===== config.mk =====
export PLATFORM = sky130hd
export DESIGN_NAME = ifetch_unit
export DESIGN_NICKNAME = d
export VERILOG_FILES = /design/src/rtl/cpu_pkg.sv /design/src/rtl/ifetch_target_calc.sv /design/src/rtl/ifetch_unit.sv
export SDC_FILE = /design/constraint.sdc
export NUM_CORES = 1
export LEC_CHECK = 0
export ABC_AREA = 0
export BUFFER_PORTS_ARGS = -buffer_cell sky130_fd_sc_hd__buf_2
export CAP_MARGIN = 25
export CORE_MARGIN = 2
export CORE_UTILIZATION = 49
export DETAILED_ROUTE_END_ITERATION = 16
export GPL_ROUTABILITY_DRIVEN = 0
export PLACE_DENSITY = 0.78
export SLEW_MARGIN = 25
export SYNTH_ARGS = -nofsm -noshare
export SYNTH_HDL_FRONTEND = slang
export SYNTH_HIERARCHICAL = 1
export SYNTH_SLANG_ARGS = --single-unit

===== constraint.sdc =====
create_clock -name clk -period 3.6 [get_ports clk]
set_input_delay 0.18 -clock clk [delete_from_list [all_inputs] [get_ports clk]]
set_output_delay 0.18 -clock clk [all_outputs]
set_load 0.03 [all_outputs]

===== src/rtl/cpu_pkg.sv =====
// Shared definitions for the RV32I front end: fetch FSM states, redirect
// kinds and the opcode values used by fetch, decode and immediate generation.
package cpu_pkg;

  typedef enum logic [2:0] {
    ST_IDLE = 3'd0,
    ST_REQ  = 3'd1,
    ST_HOLD = 3'd2,
    ST_KILL = 3'd3,
    ST_TRAP = 3'd4
  } fetch_state_t;

  // Redirect kinds from execute; 2'b11 is reserved and behaves as a branch.
  localparam logic [1:0] RK_BRANCH = 2'b00;
  localparam logic [1:0] RK_JAL    = 2'b01;
  localparam logic [1:0] RK_JALR   = 2'b10;

  localparam logic [6:0] OPC_BRANCH = 7'b1100011;
  localparam logic [6:0] OPC_JAL    = 7'b1101111;
  localparam logic [6:0] OPC_JALR   = 7'b1100111;
  localparam logic [6:0] OPC_OP_IMM = 7'b0010011;
  localparam logic [6:0] OPC_LOAD   = 7'b0000011;
  localparam logic [6:0] OPC_STORE  = 7'b0100011;
  localparam logic [6:0] OPC_AUIPC  = 7'b0010111;

  localparam logic [31:0] INST_BYTES = 32'd4;

endpackage


===== src/rtl/ifetch_target_calc.sv =====
// Redirect target computation: pc-relative for branch/jal, register-based
// for jalr with bit 0 cleared. Flags targets that are not word aligned.
module ifetch_target_calc
  import cpu_pkg::*;
(
  input  logic [1:0]  redirect_kind,
  input  logic [31:0] redirect_pc,
  input  logic [31:0] imm32,
  input  logic [31:0] rs1_data,
  output logic [31:0] target,
  output logic        misaligned
);

  logic [31:0] base;
  logic [31:0] sum;

  // Select base, add immediate (mod 2^32), mask jalr bit 0, test alignment
  always_comb begin
    base       = (redirect_kind == RK_JALR) ? rs1_data : redirect_pc;
    sum        = base + imm32;
    target     = (redirect_kind == RK_JALR) ? {sum[31:1], 1'b0} : sum;
    misaligned = (target[1:0] != 2'b00);
  end

endmodule


===== src/rtl/ifetch_unit.sv =====
// Instruction-fetch stage: owns the fetch PC, runs the imem req/ack
// handshake, buffers one instruction for decode and applies redirects
// from execute, discarding any response that belongs to a stale address.
module ifetch_unit
  import cpu_pkg::*;
#(
  parameter logic [31:0] RESET_PC = 32'h0000_0000
) (
  input  logic        clk,
  input  logic        rst,
  output logic        imem_req,
  output logic [31:0] imem_addr,
  input  logic        imem_ack,
  input  logic [31:0] imem_rdata,
  output logic        inst_valid,
  input  logic        inst_ready,
  output logic [31:0] instruction,
  output logic [31:0] pc,
  output logic [31:0] pc_plus4,
  input  logic        redirect,
  input  logic [1:0]  redirect_kind,
  input  logic [31:0] redirect_pc,
  input  logic [31:0] imm32,
  input  logic [31:0] rs1_data,
  output logic        misalign
);

  fetch_state_t state;
  logic [31:0]  fetch_pc;
  logic [31:0]  target;
  logic         target_misaligned;

  ifetch_target_calc u_target_calc (
    .redirect_kind (redirect_kind),
    .redirect_pc   (redirect_pc),
    .imm32         (imm32),
    .rs1_data      (rs1_data),
    .target        (target),
    .misaligned    (target_misaligned)
  );

  // Fetch FSM; redirect outranks ack and ready, and a request still in
  // flight when redirected is drained in KILL so its address never moves.
  always_ff @(posedge clk) begin
    if (rst) begin
      state       <= ST_IDLE;
      fetch_pc    <= RESET_PC;
      imem_req    <= 1'b0;
      imem_addr   <= RESET_PC;
      inst_valid  <= 1'b0;
      instruction <= 32'd0;
      pc          <= RESET_PC;
      pc_plus4    <= RESET_PC + INST_BYTES;
      misalign    <= 1'b0;
    end else if (state == ST_TRAP) begin
      imem_req   <= 1'b0;
      inst_valid <= 1'b0;
    end else if (redirect) begin
      fetch_pc   <= target;
      inst_valid <= 1'b0;
      if (target_misaligned) begin
        misalign <= 1'b1;
        imem_req <= 1'b0;
        state    <= ST_TRAP;
      end else if ((state == ST_REQ || state == ST_KILL) && !imem_ack) begin
        state <= ST_KILL;
      end else begin
        state     <= ST_REQ;
        imem_req  <= 1'b1;
        imem_addr <= target;
      end
    end else begin
      case (state)
        ST_IDLE: begin
          state     <= ST_REQ;
          imem_req  <= 1'b1;
          imem_addr <= fetch_pc;
        end
        ST_REQ: begin
          if (imem_ack) begin
            instruction <= imem_rdata;
            pc          <= fetch_pc;
            pc_plus4    <= fetch_pc + INST_BYTES;
            inst_valid  <= 1'b1;
            imem_req    <= 1'b0;
            state       <= ST_HOLD;
          end
        end
        ST_HOLD: begin
          if (inst_ready) begin
            fetch_pc   <= fetch_pc + INST_BYTES;
            inst_valid <= 1'b0;
            imem_req   <= 1'b1;
            imem_addr  <= fetch_pc + INST_BYTES;
            state      <= ST_REQ;
          end
        end
        ST_KILL: begin
          if (imem_ack) begin
            imem_addr <= fetch_pc;
            state     <= ST_REQ;
          end
        end
        default: begin
          imem_req   <= 1'b0;
          inst_valid <= 1'b0;
          state      <= ST_TRAP;
        end
      endcase
    end
  end

endmodule


# Yosys cells after proc, flatten, opt, wreduce, memory -nomap -nowiden

Index checks and enable logic that the tools add are counted.

Add/sub/neg operators: 2
Eq/ne operators: 14
Multiplexer cells: 26
Bitwise logic cells: 3
Reduce and logical (&&, ||, !) cells: 18

Operators by type and width:

| operator                                      | number |
|---|---|
| 2-to-1 mux 32 bit                             | 8 |
| case mux 32 bit (3 select lines)              | 1 |
| adder 32 x 3 -> 32 bit, second input constant | 1 |
| adder 32 bit                                  | 1 |
| 2-to-1 mux 3 bit                              | 5 |
| != test 3 bit, second input constant          | 4 |
| case mux 3 bit (4 select lines)               | 1 |
| AND reduction 4 bit                           | 3 |
| != test 2 bit, second input constant          | 5 |
| AND reduction 3 bit                           | 3 |
| 2-to-1 mux 1 bit                              | 8 |
| == test 3 x 2 -> 1 bit, second input constant | 2 |
| AND reduction 6 bit                           | 1 |
| nonzero test 2 bit                            | 3 |
| case mux 1 bit (4 select lines)               | 1 |
| nonzero test 4 bit                            | 1 |
| OR reduction 2 bit                            | 2 |
| == test 3 x 1 -> 1 bit, second input constant | 1 |
| == test 3 bit, second input constant          | 1 |
| logical NOT 3 bit                             | 1 |
| NOT 1 bit                                     | 3 |
| case mux 1 bit (3 select lines)               | 1 |
| OR reduction 3 bit                            | 1 |
| == test 2 bit, second input constant          | 1 |
| 4 further kinds                               | 4 |

Bits in registers: 166
Bits of input ports: 135
Logic and storage cells: 72

# Longest topological paths before layout

Gate-level depths: netlist of the first run.

Word-level depth: 7
Depth in mapped cells: 17
Depth with buffers taken out: 15

# By module

Netlist of the first run, hierarchy kept.

By module, submodules not included:

| module             | instances | cells an instance | area each (um^2) | seq. area each (um^2) |
|---|---|---|---|---|
| ifetch_unit        | 1         | 1,012             | 7,935.1          | 3,283.1 |
| ifetch_target_calc | 1         | 301               | 2,312.2          | 0.0 |

# Worst setup path before layout of the first run

No wires, ideal clock.

Path kind: input to register
Start point: input port redirect_kind[0]
End point: register imem_addr[25]
Data arrival time: 3,213 ps
Path slack: 253 ps
Stages on the path: 13
Buffers on the path: 2
Cells stage by stage: nand2b_1 -> clkbuf_1 -> clkbuf_1 -> mux2_2 -> ha_1 -> a211oi_1 -> o21bai_1 -> a31oi_2 -> a211oi_1 -> or3_1 -> xor2_1 -> a221oi_1 -> a211oi_2

Elaborated cells between the ends (all ways): 10

RTL lines:

| item                 | line                     | source |
|---|---|---|
| start, declared      | ifetch_unit.sv:21        | `input logic [1:0] redirect_kind,` |
| == test 2 bit        | ifetch_target_calc.sv:19 | `base = (redirect_kind == RK_JALR) ? rs1_data : redirect_pc;` |
| 2-to-1 mux 32 bit    | ifetch_target_calc.sv:19 |  |
| adder 32 bit         | ifetch_target_calc.sv:20 | `sum = base + imm32;` |
| named net target[25] | ifetch_unit.sv:30        | `logic [31:0] target;` |
| 2-to-1 mux 32 bit    | ifetch_unit.sv:65        | `end else if ((state == ST_REQ \|\| state == ST_KILL) && !imem_ack) begin` |
| 2-to-1 mux 32 bit    | ifetch_unit.sv:61        | `if (target_misaligned) begin` |
| 2-to-1 mux 32 bit    | ifetch_unit.sv:58        | `end else if (redirect) begin` |
| end signal, assigned | ifetch_unit.sv:70        | `imem_addr <= target;` |
| end signal, assigned | ifetch_unit.sv:77        | `imem_addr <= fetch_pc;` |
| end signal, assigned | ifetch_unit.sv:94        | `imem_addr <= fetch_pc + INST_BYTES;` |
| end, declared        | ifetch_unit.sv:12        | `output logic [31:0] imem_addr,` |

The timed path passes the listed nets, and every way through them passes these cells. The select of a mux whose other input is x is not followed.
A chain may end at the register's enable or synchronous reset.

# Worst setup path after layout of the first run

Start point: input port redirect_kind[0]
End point: register imem_addr[26]

Same word-level chain as after synthesis.

==> impl_metrics.toml, run 1 <==
[routing]
drcViolationCount = 0
drt_wl_total_mm = 32.1
via_per_inst = 5.88
dr_total_vias = 10600
drt-pass1-iter-count = 5
post_drt_wl_per_cell_um = 17.8
route.antenna.remaining_nets = 0
drt_iter0_drc = 900

[timing]
setup_tns_ns = 0
timing_max_transition_violations_final = 0
setup_viol = 0
hold-worst-slack_ns = 0.0210
timing.final.crit_period_ns = 3.05
clock-skew-final_ns = 0.0104
finalCritPeriodShare_pct = 84.8
rsz0062_at_grt = "no"
timing_hold_violations_final = 0
tightestPinTransition_ns = 0.908
fmax_mhz = 328
relSlewSlack_pct = 39.5

[die]
die_w_um = 149
coreArea_um2 = 20400
starting_utilization_of_the_core_area_pct = 50.3
floorplan.io_pins = 266
row_count = 52
die_height_um = 149
die_area_um2 = 22100

[logic_synthesis]
mappedNetlistNets = 1484
yosys_warnings = 6
yosys.cell_types.count = 89
async_reset_ff_share_pct = 0
avgSynthCellArea_um2 = 7.80
post_synth_instance_area_um2 = 10200
syn_inst = 1313
synth_edf_count = 0
synth.yosys.seq_area_share_pct = 32.0
ys_seq_elements = 164
yosys_most_used_dff = "dfxtp_1"

[pwr]
p_per_area_nw_per_um2 = 436
leakage_nw = 5.06
irDropWorstVdd_v = 0.000335

[finish]
nets = 1695
layout_commonest_cell = "buf_2"
final_layout_size_suffix_gt1_share_pct = 25.0
finalNonFillerCells = 1807
final_cell_area_um2 = 12400
filler_cell_count = 1829
syn2layout_area_growth_pct = 21.2
top_library_cells_by_usage_in_the_layout_fill_and_taps_aside = "263 x buf_2, 225 x nand2_1, 164 x dfxtp_1, 146 x a21oi_1, 75 x nor2_1"
antennaDiodeCount = 0

[clock_tree]
cts.clk_slew.worst_paths_ns = 0.06
clock_tree.buffer_depth = 2
htreeDepth = 4
ctsResizeCount = 0
worst_skew_pair.late_latency_ns = 0.43
clock_tree_root_driver_cell = "clkbuf_16"
cts.sink_count = 164
numCtsBuffers = 17
tritoncts = "done"

[job]
timing.max_cap.violations = 0

[global_routing]
gr-usage-met3_pct = 7.21
grt_max_degree = 75
globalRouteTotalUtil_pct = 28.2
met2_track_demand_over_resource_in_global_routing_pct = 44.5
grt_antenna_before_repair = 0
global_route.peak_usage_layer = "met2"
grt.overflow.total = 0
grt_pass1_vias = 9921
globalRouteMet1Util_pct = 38.2
wire_length_of_the_first_global_routing_pass_mm = 50.5

[placed_design]
numPlacedInstances = 1750
io_buffers = 265
post-dp-hpwl_mm = 23.2
place_area_um2 = 11600

[setup_path]
timing_worst_setup_path_type = "in2reg"
critical_path_required_ns = 3.96
critical_path_arrival_ns = 3.41
worst-path-max-fanout = 33
startpoint_type = "input port"
end_kind = "register"

[min_path]
min-delay-path-class = "in2reg"

[status]
run_status = "finished clean"
final timing paths:
path / slack, ns / depth (start not counted) / from / end
worst min register to register: 0.45 / 2 / instruction[1] / instruction[1]
worst max-delay path: 0.55 / 15 / redirect_kind[0] / imem_addr[26]
worst max register to register: 0.79 / 6 / fetch_pc[3] / imem_addr[28]
worst min-delay path: 0.02 / 3 / imem_rdata[14] / instruction[14]
power by group:
group          internal [mW]  switching, mW
combinational          0.591          0.951
clock                  0.982          0.779
sequential              1.94          0.172
total                   3.52           1.90
per-stage QoR:
step | total power, mW | util, % | setup WS (ns)
6_report | 5.42 | 61.0 | 0.547
5_1_grt | 5.65 | 61.0 | 0.238
4_1_cts | 5.41 | 61.0 | 0.566
3_5_place_dp | 3.64 | 57.0 | 0.119
3_3_place_gp | 3.61 | 57.0 | 0.290
2_1_floorplan | 3.18 | - | 0.253
final cells by class:
| type | instances | area, µm² | share of cell area, % |
|---|---|---|---|
| sequential | 164 | 3280 | 26.4 |
| tap | 270 | 338 | 2.72 |
| multi-input combinational | 1014 | 6400 | 51.5 |
| timing repair buffer | 310 | 1770 | 14.2 |
| clock buffer | 20 | 447 | 3.60 |
| clock inverter | 12 | 121 | 0.977 |
| inverter | 17 | 63.8 | 0.514 |
cells by family (layout without fill, tap and decap cells):
family,Yosys count,in the layout,synth area share (%)
fa+ha+maj,36,36,4.47
buf+inv,135,359,5.71
xor+xnor,60,60,5.13
flops,164,164,32.0
simple gates,476,476,22.8
mux,38,38,4.09
compound gates,404,404,25.8
sequential cells by signal, summed over array words and instances (netlist names), named ones only:
register	count
pc_plus4	30
pc	32
misalign	1
imem_addr	32
imem_req	1
state	2
inst_valid	1
instruction	32
fetch_pc	32
cells in the mapped netlist (6+ instances only):
master | instances | share of area [%]
nand4_1 | 15 | 0.92
nand2_1 | 225 | 8.2
o31ai_1 | 14 | 1.0
a211oi_1 | 25 | 1.8
mux2_2 | 31 | 3.4
buf_1 | 7 | 0.26
a21oi_1 | 146 | 7.1
buf_2 | 21 | 1.0
o2bb2ai_1 | 8 | 0.68
buf_4 | 8 | 0.59
nor3_1 | 23 | 1.1
a311oi_1 | 9 | 0.77
and2_1 | 13 | 0.79
nor4_1 | 8 | 0.49
a21o_1 | 16 | 1.2
a31oi_1 | 15 | 0.92
dfxtp_1 | 164 | 32
xor2_1 | 25 | 2.1
a221oi_1 | 12 | 1.0
ha_1 | 35 | 4.3
inv_1 | 17 | 0.62
mux2i_1 | 7 | 0.68
clkbuf_1 | 79 | 2.9
nor2_1 | 75 | 2.7
nor2b_1 | 7 | 0.43
o21ai_1 | 13 | 0.63
o21a_1 | 6 | 0.44
o211ai_1 | 12 | 0.88
a32o_1 | 6 | 0.59
xnor2_1 | 35 | 3.0
a22oi_1 | 7 | 0.51
or3_1 | 7 | 0.43
nand3_1 | 32 | 1.6
o41ai_1 | 8 | 0.68
a22o_1 | 6 | 0.51
and3_1 | 12 | 0.73
nand2b_1 | 17 | 1.0
o21ai_0 | 62 | 3.0
per-layer routing:
metal,up-vias,part of all wire [%]
met5,-,0
met4,0,2.1
met3,52,11
met2,553,44
met1,4868,43
li1,5158,-
worst max-delay path: stages:
cell and delay, ns:
buf_2 0.07, nand2b_1 0.13, buf_12 0.22, mux2_2 0.36, ha_1 0.22, inv_1 0.08
fa_1 0.21, nor2b_1 0.08, o2111ai_1 0.41, nand3_1 0.25, a21oi_1 0.34, nand2_1 0.14
a311oi_1 0.39, a221oi_1 0.15, a21oi_1 0.18
timing repair:
item                      CTS  global route
hold endpoints to repair   25             0
setup buffers               0             0
hold buffers               25             0
Power figures use the tool's default switching activity.
==> run 2, diff against run 1 <==
--- a/config.mk
+++ b/config.mk
@@ -9,10 +9,10 @@
 export BUFFER_PORTS_ARGS = -buffer_cell sky130_fd_sc_hd__buf_2
 export CAP_MARGIN = 25
 export CORE_MARGIN = 2
-export CORE_UTILIZATION = 49
+export CORE_UTILIZATION = 54
 export DETAILED_ROUTE_END_ITERATION = 16
 export GPL_ROUTABILITY_DRIVEN = 0
-export PLACE_DENSITY = 0.78
+export PLACE_DENSITY = 0.81
 export SLEW_MARGIN = 25
 export SYNTH_ARGS = -nofsm -noshare
 export SYNTH_HDL_FRONTEND = slang
==> constraint.sdc (replaced) <==
create_clock -name clk -period 2.9 [get_ports clk]
set_input_delay 0.145 -clock clk [delete_from_list [all_inputs] [get_ports clk]]
set_output_delay 0.145 -clock clk [all_outputs]
set_load 0.03 [all_outputs]
==> run 2 against run 1 <==
Register-to-register slack got worse by 0.41 ns. Flip-flop and latch count stayed put. Worst hold slack improved by 0.040 ns. Via count is 6.4% higher. First-iteration DRC count increased by 25%. Setup slack lost 0.43 ns. Final area is 8.7% higher.
==> impl_metrics.toml, run 2 (synthesis gave the netlist of run 1 again) <==
[status]
run_status = "finished clean"

[global_routing]
global_route.peak_usage_layer = "met2"
globalRouteTotalUtil_pct = 31.9
grt_pass1_vias = 10500
met2_track_demand_over_resource_in_global_routing_pct = 52.0
grt_max_degree = 77
grt_antenna_before_repair = 0
gr-usage-met3_pct = 7.12
globalRouteMet1Util_pct = 41.7
wire_length_of_the_first_global_routing_pass_mm = 52.3
grt.overflow.total = 0

[placed_design]
place_area_um2 = 12500
post-dp-hpwl_mm = 23.9
dpl_worst_slack_ns = -0.384
io_buffers = 265

[timing]
timing.final.crit_period_ns = 2.79
rsz0062_at_grt = "yes"
finalCritPeriodShare_pct = 96.1
fmax_mhz = 359
timing_max_transition_violations_final = 0
relSlewSlack_pct = 23.5
setup_viol = 0
tightestPinTransition_ns = 1.14
slack_of_the_critical_path_ns = 0.113
timing_hold_violations_final = 0
clock-skew-final_ns = 0.0138
setup_tns_ns = 0

[die]
floorplan.io_pins = 266
coreArea_um2 = 18600
row_count = 50
die_w_um = 142
starting_utilization_of_the_core_area_pct = 55.0
die_height_um = 142
die_area_um2 = 20100

[setup_path]
worst-path-max-fanout = 21
critical_path_arrival_ns = 3.07
path_common_cell = "buf_4"
critical_path.slowest_cell = "or3_1"
startpoint_type = "input port"
critical_path_required_ns = 3.19
timing.critical_path.cells = "buf_2 -> nand2b_1 -> buf_12 -> buf_4 -> mux2_2 -> ha_1 -> buf_4 -> and3_1 -> o211ai_1 -> buf_4 -> a211oi_1 -> or3_1 -> xor2_2 -> a221oi_2 -> a211oi_2"
end_kind = "register"
slowest_delay_ns = 0.40
timing_worst_setup_path_type = "in2reg"

[clock_tree]
clock_tree_root_driver_cell = "clkbuf_16"
cts.sink_count = 164
htreeDepth = 4
worst_skew_pair.late_latency_ns = 0.43
tritoncts = "done"
clock_tree.buffer_depth = 2
cts.clk_slew.worst_paths_ns = 0.07
numCtsBuffers = 17

[routing]
drt_iter0_drc = 1129
dr_total_vias = 11300
drcViolationCount = 0
drt_wl_total_mm = 33.4
route.antenna.remaining_nets = 0
drt-pass1-iter-count = 8
post_drt_wl_per_cell_um = 17.7
via_per_inst = 5.99

[finish]
layout_commonest_cell = "buf_2"
syn2layout_area_growth_pct = 31.8
antennaDiodeCount = 0
filler_cell_count = 1442
final_cell_area_um2 = 13500
postLayoutCoreUtil_pct = 72.4
top_library_cells_by_usage_in_the_layout_fill_and_taps_aside = "263 x buf_2, 225 x nand2_1, 164 x dfxtp_1, 144 x a21oi_1, 127 x buf_4"
nets = 1813
final_layout_size_suffix_gt1_share_pct = 31.2

[pwr]
p_per_area_nw_per_um2 = 531
leakage_nw = 5.69
irDropWorstVdd_v = 0.000463

[min_path]
min-delay-path-class = "in2reg"

[job]
timing.max_cap.violations = 0
-- run 2: cell count changes in the layout (fill, tap and decap cells not counted), moves of 3 or more --
cell / before / now
buf_4: 19 / 127
inv_6: 3 / 6
buf_12: 3 / 6
a211oi_1: 25 / 22
a211oi_2: 2 / 5
o21ai_0: 62 / 58
ha_1: 35 / 32
a221oi_2: 0 / 6
dlygate4sd3_1: 25 / 32
a221oi_1: 12 / 6
-- run 2: per-layer routing --
layer  up-vias  part of all wire, %
met1      5137                   42
met4         0                  2.5
li1       5388                    -
met3        96                   10
met5         -                    0
met2       687                   46
-- run 2: final timing paths --
kind                     from         endpoint  slack, ns  cells after the start
max          redirect_kind[0]    imem_addr[25]       0.11                     15
min                inst_ready       inst_valid       0.06                      2
min reg2reg   instruction[26]  instruction[26]       0.45                      2
max reg2reg          state[0]    imem_addr[29]       0.38                      5
-- run 2: repair_timing --
item / in CTS / in global routing
endpoints found under the setup margin: 0 / 18
resized for setup: 0 / 19
setup buffers: 0 / 3
hold buffers: 32 / 0
endpoints found under the hold margin: 32 / 0
-- run 2: critical path: cells and delay by family --
| kind | cells | cell delay, ns |
|---|---|---|
| fa+ha+maj | 1 | 0.34 |
| xor+xnor | 1 | 0.20 |
| simple gates | 3 | 0.72 |
| compound gates | 4 | 0.57 |
| buf+inv | 5 | 0.76 |
| mux | 1 | 0.35 |
-- run 2: power breakdown --
part,switching [mW],internal (mW)
clock network,1.01,1.29
logic,1.31,0.975
registers,0.185,2.41
-- run 2: metrics by stage --
step | hold slack (ns) | cells | power [mW]
after floorplan | 0.238 | 1313 | 3.98
after global routing | 0.0613 | 1889 | 7.46
after detailed placement | 0.392 | 1822 | 4.78
after global placement | 0.385 | 1822 | 4.74
after CTS | 0.0328 | 1886 | 7.10
final | 0.0613 | 1889 | 7.17
-- run 2: layout make-up --
class                           instances  area [µm²]  area share [%]
Multi-Input combinational cell       1014        6560            48.6
Sequential cell                       164        3280            24.3
Timing Repair Buffer                  428        2710            20.1
Clock buffer                           18         429            3.18
Tap cell                              234         293            2.17
Clock inverter                         14         163            1.20
Inverter                               17        63.8           0.473
